[config.mk]
export PLATFORM = sky130hd
export DESIGN_NAME = stream_loader
export DESIGN_NICKNAME = d
export VERILOG_FILES = /design/src/rtl/stream_loader_pkg.sv /design/src/rtl/sum_acc.sv /design/src/rtl/stream_loader.sv
export SDC_FILE = /design/constraint.sdc
export NUM_CORES = 1
export LEC_CHECK = 0
export ABC_AREA = 1
export CAP_MARGIN = 20
export CORE_AREA = 2 2 96 98
export DETAILED_ROUTE_END_ITERATION = 12
export DIE_AREA = 0 0 98 100
export PLACE_DENSITY = 0.62
export SLEW_MARGIN = 10
export SYNTH_ARGS = -nofsm -noshare
export SYNTH_HDL_FRONTEND = slang
export SYNTH_SLANG_ARGS = --single-unit
[constraint.sdc]
create_clock -name clk -period 4.6 [get_ports clk]
set_clock_uncertainty 0.05 [all_clocks]
set_input_delay 0.92 -clock clk [delete_from_list [all_inputs] [get_ports clk]]
set_output_delay 0.92 -clock clk [all_outputs]
set_load 0.005 [all_outputs]
[src/rtl/stream_loader_pkg.sv]
// Shared definitions for the stream loader.
// State encoding for the load FSM.
package stream_loader_pkg;

  typedef logic [1:0] state_t;

  localparam state_t S_IDLE  = 2'd0;
  localparam state_t S_LOAD  = 2'd1;
  localparam state_t S_FLUSH = 2'd2;
  localparam state_t S_DONE  = 2'd3;

endpackage

[src/rtl/sum_acc.sv]
// Modular accumulator for the running load checksum.
// Ports: clk, reset (async low), clr, en, din -> sum.
module sum_acc #(
  parameter int DATA_W = 8
) (
  input  logic              clk,
  input  logic              reset,
  input  logic              clr,
  input  logic              en,
  input  logic [DATA_W-1:0] din,
  output logic [DATA_W-1:0] sum
);

  always_ff @(posedge clk or negedge reset) begin
    if (!reset) begin
      sum <= '0;
    end else if (clr) begin
      sum <= '0;
    end else if (en) begin
      sum <= sum + din;
    end
  end

endmodule

[src/rtl/stream_loader.sv]
// Streams framed words into consecutive RAM addresses from a base.
// Ports: load ctrl in, valid/ready stream in, RAM write strobe out, status.
module stream_loader
  import stream_loader_pkg::*;
#(
  parameter int DATA_W = 8,
  parameter int ADDR_W = 9,
  parameter int WRAP   = 0
) (
  input  logic              clk,
  input  logic              reset,
  input  logic              load_start,
  input  logic [ADDR_W-1:0] load_base,
  input  logic [ADDR_W:0]   load_len,
  input  logic              abort,
  input  logic              in_valid,
  input  logic [DATA_W-1:0] in_data,
  output logic              in_ready,
  output logic              write_rq,
  output logic [ADDR_W-1:0] addrOut,
  output logic [DATA_W-1:0] dataOut,
  output logic              busy,
  output logic              done,
  output logic              overflow,
  output logic [DATA_W-1:0] checksum
);

  localparam logic WRAP_EN = (WRAP != 0);

  state_t state;
  state_t state_nx;

  logic [ADDR_W-1:0] cur_addr;
  logic [ADDR_W:0]   count;
  logic [ADDR_W:0]   len_q;
  logic [ADDR_W:0]   count_inc;
  logic              accept;
  logic              start_ok;
  logic              last;
  logic              at_top;
  logic              ovf_hit;

  assign in_ready  = (state == S_LOAD);
  assign busy      = (state != S_IDLE);
  assign done      = (state == S_DONE);
  assign accept    = in_valid & in_ready;
  assign start_ok  = load_start & (state == S_IDLE);
  assign count_inc = count + 1'b1;
  assign last      = (count_inc == len_q);
  assign at_top    = &cur_addr;
  // Stepping past the top without wrap ends the load after this word.
  assign ovf_hit   = at_top & ~WRAP_EN;

  always_comb begin
    state_nx = state;
    unique case (1'b1)
      state == S_IDLE: begin
        if (load_start) begin
          state_nx = (load_len == '0) ? S_DONE : S_LOAD;
        end
      end
      state == S_LOAD: begin
        if (abort) begin
          state_nx = S_IDLE;
        end else if (accept && (ovf_hit || last)) begin
          state_nx = S_FLUSH;
        end
      end
      state == S_FLUSH: begin
        state_nx = abort ? S_IDLE : S_DONE;
      end
      default: begin
        state_nx = S_IDLE;
      end
    endcase
  end

  always_ff @(posedge clk or negedge reset) begin
    if (!reset) begin
      state    <= S_IDLE;
      cur_addr <= '0;
      count    <= '0;
      len_q    <= '0;
      overflow <= 1'b0;
      write_rq <= 1'b0;
      addrOut  <= '0;
      dataOut  <= '0;
    end else begin
      state    <= state_nx;
      write_rq <= accept;
      if (start_ok) begin
        cur_addr <= load_base;
        len_q    <= load_len;
        count    <= '0;
        overflow <= 1'b0;
      end else if (accept) begin
        addrOut  <= cur_addr;
        dataOut  <= in_data;
        cur_addr <= cur_addr + 1'b1;
        count    <= count_inc;
        if (ovf_hit) begin
          overflow <= 1'b1;
        end
      end
    end
  end

  sum_acc #(
    .DATA_W (DATA_W)
  ) u_sum (
    .clk   (clk),
    .reset (reset),
    .clr   (start_ok),
    .en    (accept),
    .din   (in_data),
    .sum   (checksum)
  );

endmodule

Word-level counts from Yosys, hierarchy flattened --
Index checks and enable logic that the tools add are counted.
Operators by class: equality and inequality tests 6, muxes and demuxes 15, bitwise logic cells 3, reduce and logical (&&, ||, !) cells 11, add/subtract/negate cells 3
Operators by type and width (number):
- 2-to-1 mux 10 bit | 2
- 2-to-1 mux 9 bit | 2
- 2-to-1 mux 8 bit | 2
- adder 10 x 1 -> 10 bit, second input constant | 1
- == test 10 bit | 1
- zero test 10 bit | 1
- 2-to-1 mux 2 bit | 5
- adder 9 x 1 -> 9 bit, second input constant | 1
- AND reduction 9 bit | 1
- adder 8 bit | 1
- case mux 2 bit (3 select lines) | 1
- AND reduction 2 bit | 3
- nonzero test 2 bit | 3
- == test 2 bit, second input constant | 2
- 2-to-1 mux 1 bit | 3
- inequality test 3 x 2 -> 1 bit, second input constant | 1
- AND 1 bit | 2
- == test 2 x 1 -> 1 bit, second input constant | 1
- zero test 2 bit | 1
- inequality test 2 bit, second input constant | 1
- logical AND 1 bit | 1
- logical OR 1 bit | 1
- inverter 1 bit | 1
Storage, ports and cells: register bits 58, input bits 32, output and inout port bits 30, word-level logic and storage cells 47

Logic depth before layout (Yosys ltp) --
Gate-level depths: netlist of the first run.
depth after elaboration 7, mapped depth 14, depth with buffers taken out 14

Hierarchy --
From an unflattened synthesis of the first run, not the netlist that was laid out.
Unflattened totals: cell total of the unflattened synthesis 391, area total of the unflattened synthesis 3086.7 µm²
Modules (own cells, without submodules):
- stream_loader | area each 2464.9 µm², times used 1, seq. area each 1251.2 µm², cells each 311
- sum_acc | area each 621.8 µm², times used 1, seq. area each 200.2 µm², cells each 80

Least setup slack after synthesis of the first run --
Ideal clock, no wire load.
kind input to register, start input in_data[0], end register u_sum.sum[6], data arrival time 2.163 ns, path slack 2.263 ns, path buffers 0, data required time 4.426 ns, setup time 0.124 ns, stages 10, cell sequence ha_1 > inv_1 > fa_1 > o211ai_1 > and2_1 > nor2_1 > nor2_1 > o21ai_0 > nand2_1 > o21ai_1
On the way: cells in the longest elaborated chain, start to end 3
RTL lines:
- start, declared | RTL line stream_loader.sv:17 | input logic [DATA_W-1:0] in_data,
- adder 8 bit | RTL line sum_acc.sv:20 | sum <= sum + din;
- 2-to-1 mux 8 bit | RTL line sum_acc.sv:19 | end else if (en) begin
- 2-to-1 mux 8 bit | RTL line sum_acc.sv:17 | end else if (clr) begin
- end signal, assigned | RTL line sum_acc.sv:20
- end, declared | RTL line sum_acc.sv:11 | output logic [DATA_W-1:0] sum
Every way passes these cells. The select of a mux whose other input is x is not followed. A chain may end at the register's enable or synchronous reset.

Final worst setup path of the first run --
start input in_valid, end register count[1]
On the way: cells in the longest elaborated chain, start to end 2
RTL lines:
- start, declared | RTL line stream_loader.sv:16 | input logic in_valid,
- AND 1 bit | RTL line stream_loader.sv:46 | assign accept = in_valid & in_ready;
- nonzero test 2 bit (no line)
- end signal, assigned | RTL line stream_loader.sv:100 | count <= count_inc;
- end, declared | RTL line stream_loader.sv:34 | logic [ADDR_W:0] count;
Every way passes these cells.

==> results of run 1 <==
worst max-delay path by stage:
stage,start,to,slack [ps],cells past startpoint
CTS,in_valid,count[1],1620,9
global route,load_start,count[1],1370,7
finish,in_valid,count[1],1600,9
global placement,in_valid,u_sum.sum[0],1290,9
detailed placement,in_valid,u_sum.sum[0],1250,9
floorplan,in_data[0],u_sum.sum[6],2260,10
Yosys cell counts (all sizes together), types with 2 or more instances:
cell type and count:
xor2 2, buf 5, clkbuf 6, inv 47
o211ai 5, a21oi 10, dfrtp 58, nor2 26
nand3 15, o22ai 11, a22o 2, nor4 2
o31ai 2, o21ai 29, nand3b 5, nand4 5
ha 10, nor3 5, nand2 123, o221ai 2
state kept, by name, summed over array words and instances (netlist names):
register	flops
len_q	10
cur_addr	9
state	2
count	10
write_rq	1
addrOut	9
overflow	1
u_sum.sum	8
dataOut	8
placed cells by master, fill, tap and decap left out, types with 7 or more instances in the layout:
| master | Yosys | final |
|---|---|---|
| clkdlybuf4s50_1 | 0 | 60 |
| dfrtp_1 | 58 | 58 |
| o21ai_0 | 23 | 23 |
| clkbuf_8 | 0 | 10 |
| nand3_1 | 12 | 12 |
| ha_1 | 10 | 10 |
| inv_1 | 40 | 40 |
| nand2_1 | 118 | 118 |
| a21oi_1 | 10 | 10 |
| nor2_1 | 20 | 20 |
| inv_2 | 7 | 7 |
| o22ai_1 | 11 | 11 |
cell families (layout without fill, tap and decap cells):
family / after synthesis / after routing / share of synthesized area
and+or+nand+nor: 182 / 182 / 0.266
AOI/OAI and AO/OA: 64 / 64 / 0.124
DFF: 58 / 58 / 0.480
buffers and inverters: 58 / 127 / 0.0736
adders and majority gates: 11 / 11 / 0.0480
xor gates and xnor gates: 3 / 3 / 0.00868
routing by layer:
layer	vias up	global-route usage
li1	1360	-
met1	1260	0.199
met2	52	0.250
met3	11	0.0376
met4	0	0.0694
met5	-	0
power groups by stage:
stage	registers [mW]	clock network, mW	logic, mW
final	0.870	0.412	0.977
after global routing	0.898	0.445	1.11
after CTS	0.874	0.420	0.988
after detailed placement	0.881	0	0.985
after global placement	0.876	0	0.972
after floorplan	0.849	0	0.589
area by class of cell:
| class | instances | area [um^2] |
|---|---|---|
| tap | 111 | 139 |
| timing repair buffer | 64 | 628 |
| multi-input combinational | 260 | 1350 |
| fill | 879 | 4980 |
| inverter | 47 | 176 |
| clock buffer | 13 | 149 |
| sequential | 58 | 1450 |
| clock inverter | 3 | 15.0 |
worst max-delay path: stages:
cell and delay [ps]:
clkdlybuf4s50_1 450, inv_1 40, nor2_2 90, buf_4 270, inv_2 40, buf_4 270
nand2_1 650, inv_2 190, a22o_1 230
per-stage QoR:
stage	instances	setup WS (ps)	hold slack, ps	instance area, um^2	power [mW]
4_1_cts	556	1620	433	3910	2.28
5_1_grt	556	1370	457	3910	2.46
3_5_place_dp	540	1250	417	3750	1.87
6_report	556	1600	427	3910	2.26
3_3_place_gp	540	1290	411	3750	1.85
2_1_floorplan	376	2260	405	3030	1.44
==> implementation parameters, run 1 <==
Parameter                              Value

Clock network
  Total clock buffers created by CTS    9
  Number of H-tree levels    3
  Count of instances resized after the clock tree is built    0
  # clock sinks    58
  Insertion delay of the later-clocked pin in the worst-skew pair    340 ps
  Clk Tree Root Cell    clkbuf_8
  Worst-case clock buffer depth    2
  Post-cts hold buffer count    0
  TritonCTS clock tree    built
  Clock transition at the registers of the reported paths    70 ps
  Number of buffers inserted by post-CTS setup repair    0

Critical path
  Reg-to-reg critical path startpoint    state[1]
  Critical Path Sink Type    register
  Register-to-register setup slack    2100 ps
  Critical path required time    4770 ps
  Startpoint types    primary input
  Reg2reg end    count[1]
  Worst-path maximum fanout    43
  Arr. time, crit path    3170 ps
  Worst setup path category    in2reg
  Worst reg2reg path depth    7

Hold path
  Worst hold path type    reg2reg
  Hold Crit Endpoint    dataOut[6]
  Hold path startpoint    dataOut[6]
  Hold depth    2

Logic synthesis
  Post-synthesis sequential area ratio    0.480
  Post-synth EDFFs    0
  Number of cells produced by synthesis    376
  Post-synthesis area per instance    8.05 um^2
  Synth area leader    dfrtp_1
  Share of the synthesized area in the top cell type    0.480
  Synth warn    0
  Largest cells by area after synthesis    dfrtp_1 48%, nand2_1 15%, inv_1 5.0%
  Most used flip-flop cell after synthesis    dfrtp_1
  Number of unique standard cell types used by synthesis    33
  Seq cells post-synth    58
  Fraction of registers with async set or reset after synthesis    1.00
  Post-Syn Area    3030 um^2
  Net count after synthesis    419

Power and ir drop
  Power share of the sequential group    0.385
  Static leakage power    1.82 nW
  Net switching share of the total power    0.386
  VDD IR max    0.000235 V
  Part of the total power dissipated in combinational logic    0.432
  Share of power burned in the clock network    0.182
  Net switching component of the power    0.871 mW
  Ratio of total power to cell area    578 nW/um^2
  Internal portion of total power    1.39 mW

Cells and area
  Area overhead of the layout relative to synthesis    29.2%
  N_diodes    0
  Core utilization of the finished layout    0.440
  Fraction of final layout cells sized beyond drive strength 1    0.0854
  Final layout net count    483

STA
  Min cycle time layout    3000 ps
  Setup repair after global routing missed its margin    no
  Slew at the pin closest to its max-slew limit    790 ps
  Total negative slack    0 ps
  Endpoints failing setup    0
  Maximum operating frequency    0.334 GHz
  Final period util    0.651
  Final Hold Violating Endpoints    0
  Max Slew Vio Count    0
  Remaining max-slew budget at the tightest pin    0.472

Place
  Detailed-placement wirelength estimate    5250 um
  Total of buffers placed on input and output ports    61
  Placer congestion estimate    0.791

Drt
  Routed length on met2    3430 um
  DRC violation total after the first TritonRoute iteration    131
  Final Routed Wirelength    7180 um
  Number of iterations in the first detailed-routing pass    4
  Highest metal used    met4
  DR vias/cell    4.83
  DR DRC count    0
  Met1 layer wirelength in the final routing    3370 um
  Overall via count from detail_route    2683
  Detailed-route wire length per cell    12.9 um
  Met3 routed WL    242 um
  Number of nets still failing antenna checks after routing    0

Floorplanning
  I/O pins    62
  Effective utilization at floorplan    0.340
  Y dimension of the die    100 um
  Die area    9800 um^2
  Placeable core area    8890 um^2
  Die Width    98 um
  Total number of placement rows    35

Global routing
  Largest net degree at the start of global routing    44
  First-pass GRT wire length    12200 um
  Total congestion overflow after global routing    0
  Number of antenna violations at the first check in global routing    0
  Overall routing resource usage    0.155
  Number of global-route vias before repair    2594

Run status
  Status    finished clean

Flow run
  Reported max-cap violation count    0
(Power assumes the default switching activity.)
==> run 2, diff against run 1 <==
clock period = 3 ns   (was 4.6 ns; I/O delays follow)
==> implementation parameters, run 2 (synthesis results as in run 1) <==
Parameter                              Value

Global routing
  Number of global-route vias before repair    2671 (+3.0%)
  Overall routing resource usage    0.156 (+0.000367)
  Largest net degree at the start of global routing    43 (-2.3%)
  Number of antenna violations at the first check in global routing    0 (unchanged)
  Total congestion overflow after global routing    0 (unchanged)
  First-pass GRT wire length    12400 um (+1.3%)

Drt
  Number of iterations in the first detailed-routing pass    4 (unchanged)
  Overall via count from detail_route    2675 (-0.30%)
  Final Routed Wirelength    7130 um (-0.71%)
  Detailed-route wire length per cell    12.8 um (-0.71%)
  DR DRC count    0 (unchanged)
  DR vias/cell    4.81 (-0.30%)
  Number of nets still failing antenna checks after routing    0 (unchanged)
  DRC violation total after the first TritonRoute iteration    102 (-22%)

STA
  Remaining max-slew budget at the tightest pin    0.629 (+0.157)
  Final Hold Violating Endpoints    0 (unchanged)
  Maximum operating frequency    0.427 GHz
  Setup repair after global routing missed its margin    no
  Total negative slack    0 ps (unchanged)
  Endpoints failing setup    0 (unchanged)
  Slew at the pin closest to its max-slew limit    549 ps (-240 ps)
  Final period util    0.781
  Max Slew Vio Count    0 (unchanged)
  Min cycle time layout    2340 ps

Cells and area
  Commonest non-fill, non-tap cell in the layout    nand2_1
  N_diodes    0 (unchanged)
  Commonest cells after routing, fill and taps aside    118 x nand2_1, 60 x clkdlybuf4s50_1, 58 x dfrtp_1
  Multi-input gate area in the final layout    1350 um^2 (unchanged)
  Fraction of final layout cells sized beyond drive strength 1    0.0854 (unchanged)
  Final Cell Area    3910 um^2 (about the same)
  Area used by sequential logic in the layout    1450 um^2 (unchanged)
  Final layout net count    486 (+0.62%)
  Biggest registers after layout    count x10, len_q x10
  Count of fill cells added during filler insertion    900 (+2.4%)
  Area overhead of the layout relative to synthesis    29.2% (about the same)

Clock network
  Number of H-tree levels    3 (unchanged)
  # clock sinks    58 (unchanged)
  Clk Tree Root Cell    clkbuf_8
  Post-cts hold buffer count    0 (unchanged)
  Total clock buffers created by CTS    9 (unchanged)
  Insertion delay of the later-clocked pin in the worst-skew pair    320 ps (-20 ps)
  Worst-case clock buffer depth    2 (unchanged)
  Number of buffers inserted by post-CTS setup repair    0 (unchanged)
  Clock transition at the registers of the reported paths    60 ps (about the same)
  Count of instances resized after the clock tree is built    0 (unchanged)
  TritonCTS clock tree    built

Place
  Area after DPL    3770 um^2 (+0.60%)
  Total of buffers placed on input and output ports    61 (unchanged)
  Placer congestion estimate    0.882 (+11%)
  Detailed-placement wirelength estimate    5260 um (+0.32%)

Critical path
  Critical path required time    3160 ps (-1610 ps)
  Critical Path Sink Type    register
  Worst setup path category    in2reg
  Worst-path maximum fanout    2 (-95%)
  Arr. time, crit path    2500 ps (-670 ps)
  Startpoint types    primary input

Power and ir drop
  Static leakage power    1.82 nW (about the same)
  VDD IR max    0.000363 V (+54%)
  Ratio of total power to cell area    875 nW/um^2 (+51%)

Hold path
  Worst hold path type    in2async

Floorplanning
  Effective utilization at floorplan    0.340 (unchanged)
  Die area    9800 um^2 (unchanged)
  I/O pins    62 (unchanged)
  Placeable core area    8890 um^2 (unchanged)
  Y dimension of the die    100 um (unchanged)
  Die Width    98 um (unchanged)
  Total number of placement rows    35 (unchanged)

Flow run
  Reported max-cap violation count    0 (unchanged)

Run status
  Status    finished clean
[run 2: cell count changes in the layout (fill, tap and decap cells not counted), sizes merged]
cell / before / now
clkbuf: 13 / 12
clkinv: 3 / 1
buf: 4 / 7
[run 2: power breakdown]
group / switching, mW / leakage [nW] / total, mW / internal, mW
combinational: 0.803 / 1.01 / 1.53 / 0.730
sequential: 0.226 / 0.738 / 1.32 / 1.10
clock: 0.278 / 0.0722 / 0.564 / 0.285
[run 2: final timing paths]
| kind | startpoint | to | slack [ps] | cells after the start |
|---|---|---|---|---|
| worst max-delay path | in_data[0] | u_sum.sum[6] | 660 | 11 |
| worst min-delay path | reset | dataOut[7] | 170 | 1 |
| worst max register to register | u_sum.sum[0] | u_sum.sum[6] | 1020 | 10 |
| worst min register to register | dataOut[7] | dataOut[7] | 420 | 2 |
| max in group asynchronous | reset | state[0] | 2040 | 2 |
| min in group clk | dataOut[7] | dataOut[7] | 420 | 2 |
[run 2: metal layers]
metal,global-route usage,vias to the layer above,part of all wire
met5,0,-,0
met4,0.0673,0,0.017
met3,0.0237,7,0.024
met2,0.263,38,0.50
met1,0.200,1270,0.46
li1,-,1360,-
[run 2: critical path, cell delays in order]
cell and delay (ps):
clkdlybuf4s50_1 480, ha_1 170, inv_1 60, fa_1 390
o211ai_1 240, and2_1 180, nor2_1 50, nor2_1 110
o21ai_0 90, nand2_1 70, o21ai_1 60
[run 2: layout make-up]
class	count	share of cell area
flip-flops and latches	58	0.371
multi-input cells	260	0.346
clock buffers	12	0.0346
well taps	111	0.0355
clock inverters	1	0.00128
inverters	47	0.0451
repair buffers	67	0.166
[run 2: through the flow]
step	total power, mW	std cells	setup slack [ps]	hold WS [ps]	utilization
finish	3.42	556	658	174	0.440
global route	3.73	556	452	210	0.440
CTS	3.46	556	666	185	0.440
detailed placement	2.89	543	333	409	0.424
global placement	2.84	543	369	405	0.424
floorplan	2.20	376	983	254	-
